## config.mk

```make
export PLATFORM = sky130hd
export DESIGN_NAME = ldtu_gainsel_cfg_ctrl
export DESIGN_NICKNAME = d
export VERILOG_FILES = /design/src/rtl/ldtu_gainsel_cfg_ctrl.sv
export SDC_FILE = /design/constraint.sdc
export NUM_CORES = 1
export LEC_CHECK = 0
export ABC_AREA = 1
export CORE_AREA = 4 4 78 98
export CTS_CLUSTER_SIZE = 24
export DETAILED_ROUTE_END_ITERATION = 10
export DIE_AREA = 0 0 82 102
export PLACE_DENSITY = 0.73
export SLEW_MARGIN = 10
export SYNTH_ARGS = -nofsm -noshare
export SYNTH_HDL_FRONTEND = slang
export SYNTH_SLANG_ARGS = --single-unit
```

## constraint.sdc

```tcl
create_clock -name CLK -period 1.84 [get_ports CLK]
set_clock_uncertainty 0.15 [all_clocks]
set_input_delay 0.46 -clock CLK [delete_from_list [all_inputs] [get_ports CLK]]
set_output_delay 0.46 -clock CLK [all_outputs]
set_load 0.05 [all_outputs]
```

## src/rtl/ldtu_gainsel_cfg_ctrl.sv

```systemverilog
// Purpose : sequences GAIN_SEL_MODE / shift_gain_10 / SATURATION_value changes into the gain-selection datapath.
// Latency : APPLY follows QUIET_LEN consecutive baseline cycles (or TIMEOUT waiting cycles); cfg_ack comes L+1 cycles after APPLY.
// Backpr. : level request / one-cycle ack handshake; cfg_req is ignored while busy and in the ack cycle.
//
// Ports:
//   CLK, reset (async, active-low)
//   cfg_req, cfg_mode_in, cfg_shift_in, cfg_sat_in : request from the register bank
//   baseline_flag                                  : voted baseline flag from the input FIFO
//   cfg_ack, cfg_busy, blank, timeout_flag         : handshake / status / encoder gate
//   GAIN_SEL_MODE, shift_gain_10, SATURATION_value : registered configuration to the datapath
module ldtu_gainsel_cfg_ctrl #(
   parameter int unsigned QUIET_LEN  = 4,
   parameter int unsigned TIMEOUT    = 255,
   parameter int unsigned SETTLE_W8  = 12,
   parameter int unsigned SETTLE_W16 = 20,
   parameter int unsigned CNT_W      = 8
) (
   input  logic        CLK,
   input  logic        reset,
   input  logic        cfg_req,
   input  logic [1:0]  cfg_mode_in,
   input  logic [1:0]  cfg_shift_in,
   input  logic [11:0] cfg_sat_in,
   input  logic        baseline_flag,
   output logic        cfg_ack,
   output logic        cfg_busy,
   output logic        blank,
   output logic        timeout_flag,
   output logic [1:0]  GAIN_SEL_MODE,
   output logic [1:0]  shift_gain_10,
   output logic [11:0] SATURATION_value
);

   typedef enum logic [1:0] {
      IDLE       = 2'd0,
      WAIT_QUIET = 2'd1,
      APPLY      = 2'd2,
      SETTLE     = 2'd3
   } state_t;

   localparam logic [CNT_W-1:0] QUIET_LAST = CNT_W'(QUIET_LEN - 1);
   localparam logic [CNT_W-1:0] TO_LAST    = CNT_W'(TIMEOUT - 1);
   localparam logic [CNT_W-1:0] TO_MAX     = CNT_W'(TIMEOUT);
   localparam logic [CNT_W-1:0] W8_LAST    = CNT_W'(SETTLE_W8 - 1);
   localparam logic [CNT_W-1:0] W16_LAST   = CNT_W'(SETTLE_W16 - 1);

   state_t           state_q, state_d;
   logic [CNT_W-1:0] quiet_cnt_q, quiet_cnt_d;
   logic [CNT_W-1:0] to_cnt_q, to_cnt_d;
   logic [CNT_W-1:0] settle_cnt_q, settle_cnt_d;
   logic             settle_long_q, settle_long_d;
   logic             ack_en_q, ack_en_d;
   logic             cfg_ack_q, cfg_ack_d;
   logic             timeout_q, timeout_d;
   logic [1:0]       mode_q, mode_d;
   logic [1:0]       shift_q, shift_d;
   logic [11:0]      sat_q, sat_d;
   logic [1:0]       sh_mode_q, sh_mode_d;
   logic [1:0]       sh_shift_q, sh_shift_d;
   logic [11:0]      sh_sat_q, sh_sat_d;

   logic             accept, cfg_same, quiet_hit, to_hit, enter_apply, settle_done;
   logic [CNT_W-1:0] settle_last;

   // A request is only taken in IDLE and never in the ack cycle, so a requester
   // that holds cfg_req for one cycle after ack is not served twice.
   assign accept      = (state_q == IDLE) && cfg_req && !cfg_ack_q;
   assign cfg_same    = ({cfg_mode_in, cfg_shift_in, cfg_sat_in} == {mode_q, shift_q, sat_q});
   assign quiet_hit   = baseline_flag && (quiet_cnt_q == QUIET_LAST);
   assign to_hit      = (to_cnt_q == TO_LAST);
   assign enter_apply = (state_q == WAIT_QUIET) && (quiet_hit || to_hit);
   assign settle_last = settle_long_q ? W16_LAST : W8_LAST;
   assign settle_done = (state_q == SETTLE) && (settle_cnt_q == settle_last);

   // state register
   always_ff @(posedge CLK or negedge reset) begin
      if (!reset) state_q <= SETTLE;
      else        state_q <= state_d;
   end

   // next-state logic
   always_comb begin
      state_d = state_q;
      case (state_q)
         IDLE:       if (accept && !cfg_same) state_d = WAIT_QUIET;
         WAIT_QUIET: if (quiet_hit || to_hit) state_d = APPLY;
         APPLY:      state_d = SETTLE;
         SETTLE:     if (settle_done) state_d = IDLE;
         default:    state_d = IDLE;
      endcase
   end

   // counters, shadow and configuration registers
   always_comb begin
      sh_mode_d     = sh_mode_q;
      sh_shift_d    = sh_shift_q;
      sh_sat_d      = sh_sat_q;
      quiet_cnt_d   = quiet_cnt_q;
      to_cnt_d      = to_cnt_q;
      settle_cnt_d  = settle_cnt_q;
      settle_long_d = settle_long_q;
      ack_en_d      = ack_en_q;
      timeout_d     = timeout_q;
      mode_d        = mode_q;
      shift_d       = shift_q;
      sat_d         = sat_q;
      cfg_ack_d     = 1'b0;

      if (accept) begin
         sh_mode_d   = cfg_mode_in;
         sh_shift_d  = cfg_shift_in;
         sh_sat_d    = cfg_sat_in;
         quiet_cnt_d = '0;
         to_cnt_d    = '0;
         timeout_d   = 1'b0;
         cfg_ack_d   = cfg_same;   // no-op request: ack without disturbing the datapath
      end

      if (state_q == WAIT_QUIET) begin
         to_cnt_d = (to_cnt_q == TO_MAX) ? to_cnt_q : to_cnt_q + CNT_W'(1);
         if (!baseline_flag)        quiet_cnt_d = '0;
         else if (quiet_cnt_q != '1) quiet_cnt_d = quiet_cnt_q + CNT_W'(1);
      end

      // All three fields load on one edge so the datapath never sees a mixed config.
      if (enter_apply) begin
         mode_d  = sh_mode_q;
         shift_d = sh_shift_q;
         sat_d   = sh_sat_q;
         if (!quiet_hit) timeout_d = 1'b1;   // quiet wins a tie with the timeout
      end

      if (state_q == APPLY) begin
         settle_cnt_d  = '0;
         settle_long_d = (mode_q == 2'b01);  // 16-sample window needs the longer refill
         ack_en_d      = 1'b1;
      end

      if (state_q == SETTLE) begin
         if (settle_done) begin
            cfg_ack_d = ack_en_q;             // the post-reset settle has ack_en_q == 0
            ack_en_d  = 1'b0;
         end else begin
            settle_cnt_d = settle_cnt_q + CNT_W'(1);
         end
      end
   end

   always_ff @(posedge CLK or negedge reset) begin
      if (!reset) begin
         quiet_cnt_q   <= '0;
         to_cnt_q      <= '0;
         settle_cnt_q  <= '0;
         settle_long_q <= 1'b0;
         ack_en_q      <= 1'b0;
         cfg_ack_q     <= 1'b0;
         timeout_q     <= 1'b0;
         mode_q        <= 2'b00;
         shift_q       <= 2'b00;
         sat_q         <= 12'hfff;
         sh_mode_q     <= 2'b00;
         sh_shift_q    <= 2'b00;
         sh_sat_q      <= 12'h000;
      end else begin
         quiet_cnt_q   <= quiet_cnt_d;
         to_cnt_q      <= to_cnt_d;
         settle_cnt_q  <= settle_cnt_d;
         settle_long_q <= settle_long_d;
         ack_en_q      <= ack_en_d;
         cfg_ack_q     <= cfg_ack_d;
         timeout_q     <= timeout_d;
         mode_q        <= mode_d;
         shift_q       <= shift_d;
         sat_q         <= sat_d;
         sh_mode_q     <= sh_mode_d;
         sh_shift_q    <= sh_shift_d;
         sh_sat_q      <= sh_sat_d;
      end
   end

   // outputs
   always_comb begin
      cfg_busy         = (state_q != IDLE);
      blank            = (state_q == APPLY) || (state_q == SETTLE);
      cfg_ack          = cfg_ack_q;
      timeout_flag     = timeout_q;
      GAIN_SEL_MODE    = mode_q;
      shift_gain_10    = shift_q;
      SATURATION_value = sat_q;
   end

endmodule
```

==> impl_metrics.csv <==
group,metric,value,unit
critical_path,cp_data_required_time,1.23,ns
global_routing,grt_use_total,19.64,%
critical_path,crit_slowest_cell,"dfstp_2",
placed_design,hpwl,5077,µm
route,antenna_left,0,
floorplanning,rows,34,
yosys,synthCells,410,
route,first_iter_violations,191,
power_and_ir_drop,p_sw,3.427,mW
clock_tree,cts_buffers,9,
critical_path,rrSetupSlack,-0.17,ns
power_and_ir_drop,p_per_area,1749,nW/µm²
route,wl_per_cell,14.18,µm
hold_path,hold_path_depth,3,
sta,hold_ws,0.2561,ns
yosys,synth_area_leaders,"dfrtp_1 37%, nand2_1 12%, dfstp_2 11%",
final_layout,fin_area,4727,µm²
yosys,synth_edf_count,0,
floorplanning,coreArea,6807,µm²
final_layout,layout.nets,527,
clock_tree,cts_tree,"yes",
clock_tree,clkLatencyLatePin,0.35,ns
status,violations,"negative setup slack",
final_layout,diodes,0,
floorplanning,die_area,8364,µm²
floorplanning,die_width,82,µm
clock_tree,clk_pin_slew,0.07,ns
critical_path,reg2reg_to,"to_cnt_q[6]$_DFFE_PN0P_",
power_and_ir_drop,p_leak,2.340,nW
power_and_ir_drop,power,8.268,mW
critical_path,critical_path.max_fanout,3,
floorplanning,design.portCount,40,
final_layout,post-route-util,69.45,%
sta,setup-tns-final,-1.418,ns
sta,worst_slew_pin_slew,0.3379,ns
critical_path,max_stage_delay,0.57,ns
global_routing,grt-ovfl-total,0,
route,drc,0,
route,via_per_inst,5.093,
critical_path,crit_type,"reg2out",
sta,fin_crit,2.106,ns
yosys,syn_area,3244,µm²
placed_design,dpl-instance-area,4103,µm²
critical_path,critPathArrivalTime,1.50,ns
run,drv_cap,0,
power_and_ir_drop,pwr-share-clk,16.3,%
yosys,yosys_warnings,0,
clock_tree,cts_sinks,62,
power_and_ir_drop,combPwrFrac,53.4,%
yosys,yosysTopAreaCell,"dfrtp_1",
global_routing,grt_pass1_wl,12760,µm
final_layout,register_area,1569,µm²
critical_path,path_cells,"buf_4 -> ha_2 -> or2_4 -> buf_8",
sta,slew_viol_final,0,
critical_path,end_kind,"primary output",
floorplanning,die_h,102,µm
route,wl,8406,µm
sta,rsz0062_at_grt,"yes",
clock_tree,htreeDepth,3,
yosys,synth_top_area_share,37.02,%
final_layout,area_growth,45.70,%
critical_path,reg2regPathDepth,12,
yosys,synth_ff_type,"dfrtp_1",
final_layout,multi_input_area,1574,µm²
hold_path,min_from,"cfg_shift_in[0]",
critical_path,r2r_start,"state_q[0]$_DFFE_PN1P_",
yosys,ys_seq_area_share,48.36,%
yosys,synth_nets,439,
critical_path,crit_path_start_kind,"register",
yosys,ys_ff_latch,62,
global_routing,antenna_found_initial,0,
sta,fin_ws,-0.2663,ns
status,status,"finished with violations",
global_routing,grt_pass1_vias,2883,
sta,finalCritPeriodShare,114.5,%
sta,setup_viol,21,
hold_path,worst_hold_path.endpoint,"sh_shift_q[0]$_DFFE_PN0P_",
clock_tree,cts_root_buf,"clkbuf_8",
route,first_pass_iters,5,
yosys,avgSynthCellArea,7.913,µm²
critical_path,crit_start,"state_q[0]$_DFFE_PN1P_",
route,vias,3020,
power_and_ir_drop,peakVddDrop,0.001135,V
placed_design,place_congestion,0.8442,
final_layout,layout-drive-gt1-share,29.42,%
yosys,synth.distinct_cells,34,
placed_design,portBuffers,39,
clock_tree,cts_buffer_depth,2,
final_layout,fillCellCount,498,
floorplanning,start_util,47.67,%
sta,max_slew_margin,77.47,%
hold_path,holdCritPathClass,"in2reg",
global_routing,grt_max_degree,63,
sta,hold_viol,0,
power_and_ir_drop,p_int,4.841,mW
sta,max_freq,0.4748,GHz
power_and_ir_drop,switching_share,41.44,%
yosys,postSynth.asyncResetShare,100.0,%
power_and_ir_drop,p_seq_share,30.3,%
[logic make-up after synthesis]
family,after synthesis,synth area share [%]
multiplexers,1,0.3085
XOR/XNOR,4,1.080
buffers and inverters,69,8.677
AND/OR/NAND/NOR,199,26.88
adder cells (fa/ha/maj),9,3.471
AO/OA/AOI/OAI,66,11.22
flip-flops,62,48.36
[cells in the mapped netlist, drive strengths merged (2+ instances only)]
| library cell | number |
|---|---|
| dfrtp | 48 |
| or2 | 3 |
| ha | 9 |
| nor2 | 50 |
| nand3 | 18 |
| o22ai | 6 |
| buf | 6 |
| xnor2 | 2 |
| inv | 61 |
| nand2 | 111 |
| xor2 | 2 |
| dfstp | 14 |
| nor3 | 7 |
| o21ai | 28 |
| nand4 | 2 |
| nand3b | 5 |
| clkbuf | 2 |
| a21oi | 30 |
[placed cells by master (no fill, tap or decap), types with 3 or more instances in the layout]
cell	count
nor2_2	6
a21oi_1	24
nor3_1	3
nor2_4	4
buf_12	22
a21oi_2	5
ha_1	4
buf_6	7
ha_4	4
nand3_1	16
nand2_2	9
o21ai_1	11
nand2_1	100
o21ai_0	14
inv_4	3
buf_4	33
nand3b_1	5
nor2_1	40
dfstp_2	14
clkbuf_8	10
inv_1	55
o22ai_1	4
clkdlybuf4s50_1	17
dfrtp_1	48
inv_2	3
[routing by layer]
metal  track usage [%]  wire, µm  vias up
met4             6.905       163        0
met3             3.792       285       19
met2             33.35      4612       71
li1                  -         -     1468
met1             24.79      3344     1462
met5                 0         0        -
[repair_timing]
action                                  in CTS  in global routing
cloned                                       0                  2
hold buffers                                 1                  0
resized for setup                           22                 50
endpoints found under the setup margin      33                 46
endpoints found under the hold margin       46                  0
buffers inserted                             6                 12
pin swaps                                    4                 15
[state kept, by name, indices dropped and copies added (netlist names)]
name              count
sh_shift_q            2
SATURATION_value     12
to_cnt_q              8
sh_sat_q             12
state_q               2
ack_en_q              1
cfg_ack               1
quiet_cnt_q           8
timeout_flag          1
settle_cnt_q          8
sh_mode_q             2
settle_long_q         1
shift_gain_10         2
GAIN_SEL_MODE         2
[worst max-delay path by stage]
stage          slack [ns]  cells past startpoint                            to
3_5_place_dp        -0.20                     13        state_q[1]$_DFFE_PN1P_
6_report            -0.27                      4                         blank
2_1_floorplan        0.04                      8       sh_sat_q[0]$_DFFE_PN0P_
4_1_cts             -0.27                      4                         blank
5_1_grt             -0.29                      4                         blank
3_3_place_gp        -0.17                      9  shift_gain_10[0]$_DFFE_PN0P_
[critical path, delay by kind of cell, from the launching register on]
| family | cells | cell delay (ns) |
|---|---|---|
| adders and majority gates | 1 | 0.17 |
| buffers and inverters | 2 | 0.28 |
| DFF | 1 | 0.57 |
| and+or+nand+nor | 1 | 0.13 |
[power groups by stage]
| stage | clock [mW] | combinational [mW] | sequential (mW) |
|---|---|---|---|
| finish | 1.35 | 4.42 | 2.51 |
| floorplan | 0 | 1.50 | 2.98 |
| detailed placement | 0 | 3.62 | 2.50 |
| CTS | 1.35 | 3.91 | 2.50 |
| global placement | 0 | 3.53 | 2.49 |
| global route | 1.42 | 4.74 | 2.57 |
[area by class of cell]
| class | count | area share (%) |
|---|---|---|
| Clock inverter | 4 | 1.482 |
| Inverter | 61 | 5.003 |
| Sequential cell | 62 | 33.19 |
| Tap cell | 90 | 2.382 |
| Timing Repair Buffer | 85 | 21.57 |
| Multi-Input combinational cell | 279 | 33.30 |
| Clock buffer | 12 | 3.070 |
[through the flow]
| step | instances | setup slack [ns] |
|---|---|---|
| 4_1_cts | 580 | -0.2736 |
| 3_5_place_dp | 557 | -0.2002 |
| 6_report | 593 | -0.2663 |
| 5_1_grt | 593 | -0.2850 |
| 2_1_floorplan | 410 | 0.03848 |
| 3_3_place_gp | 557 | -0.1741 |
Note: power is estimated with default switching activity, not from simulation.
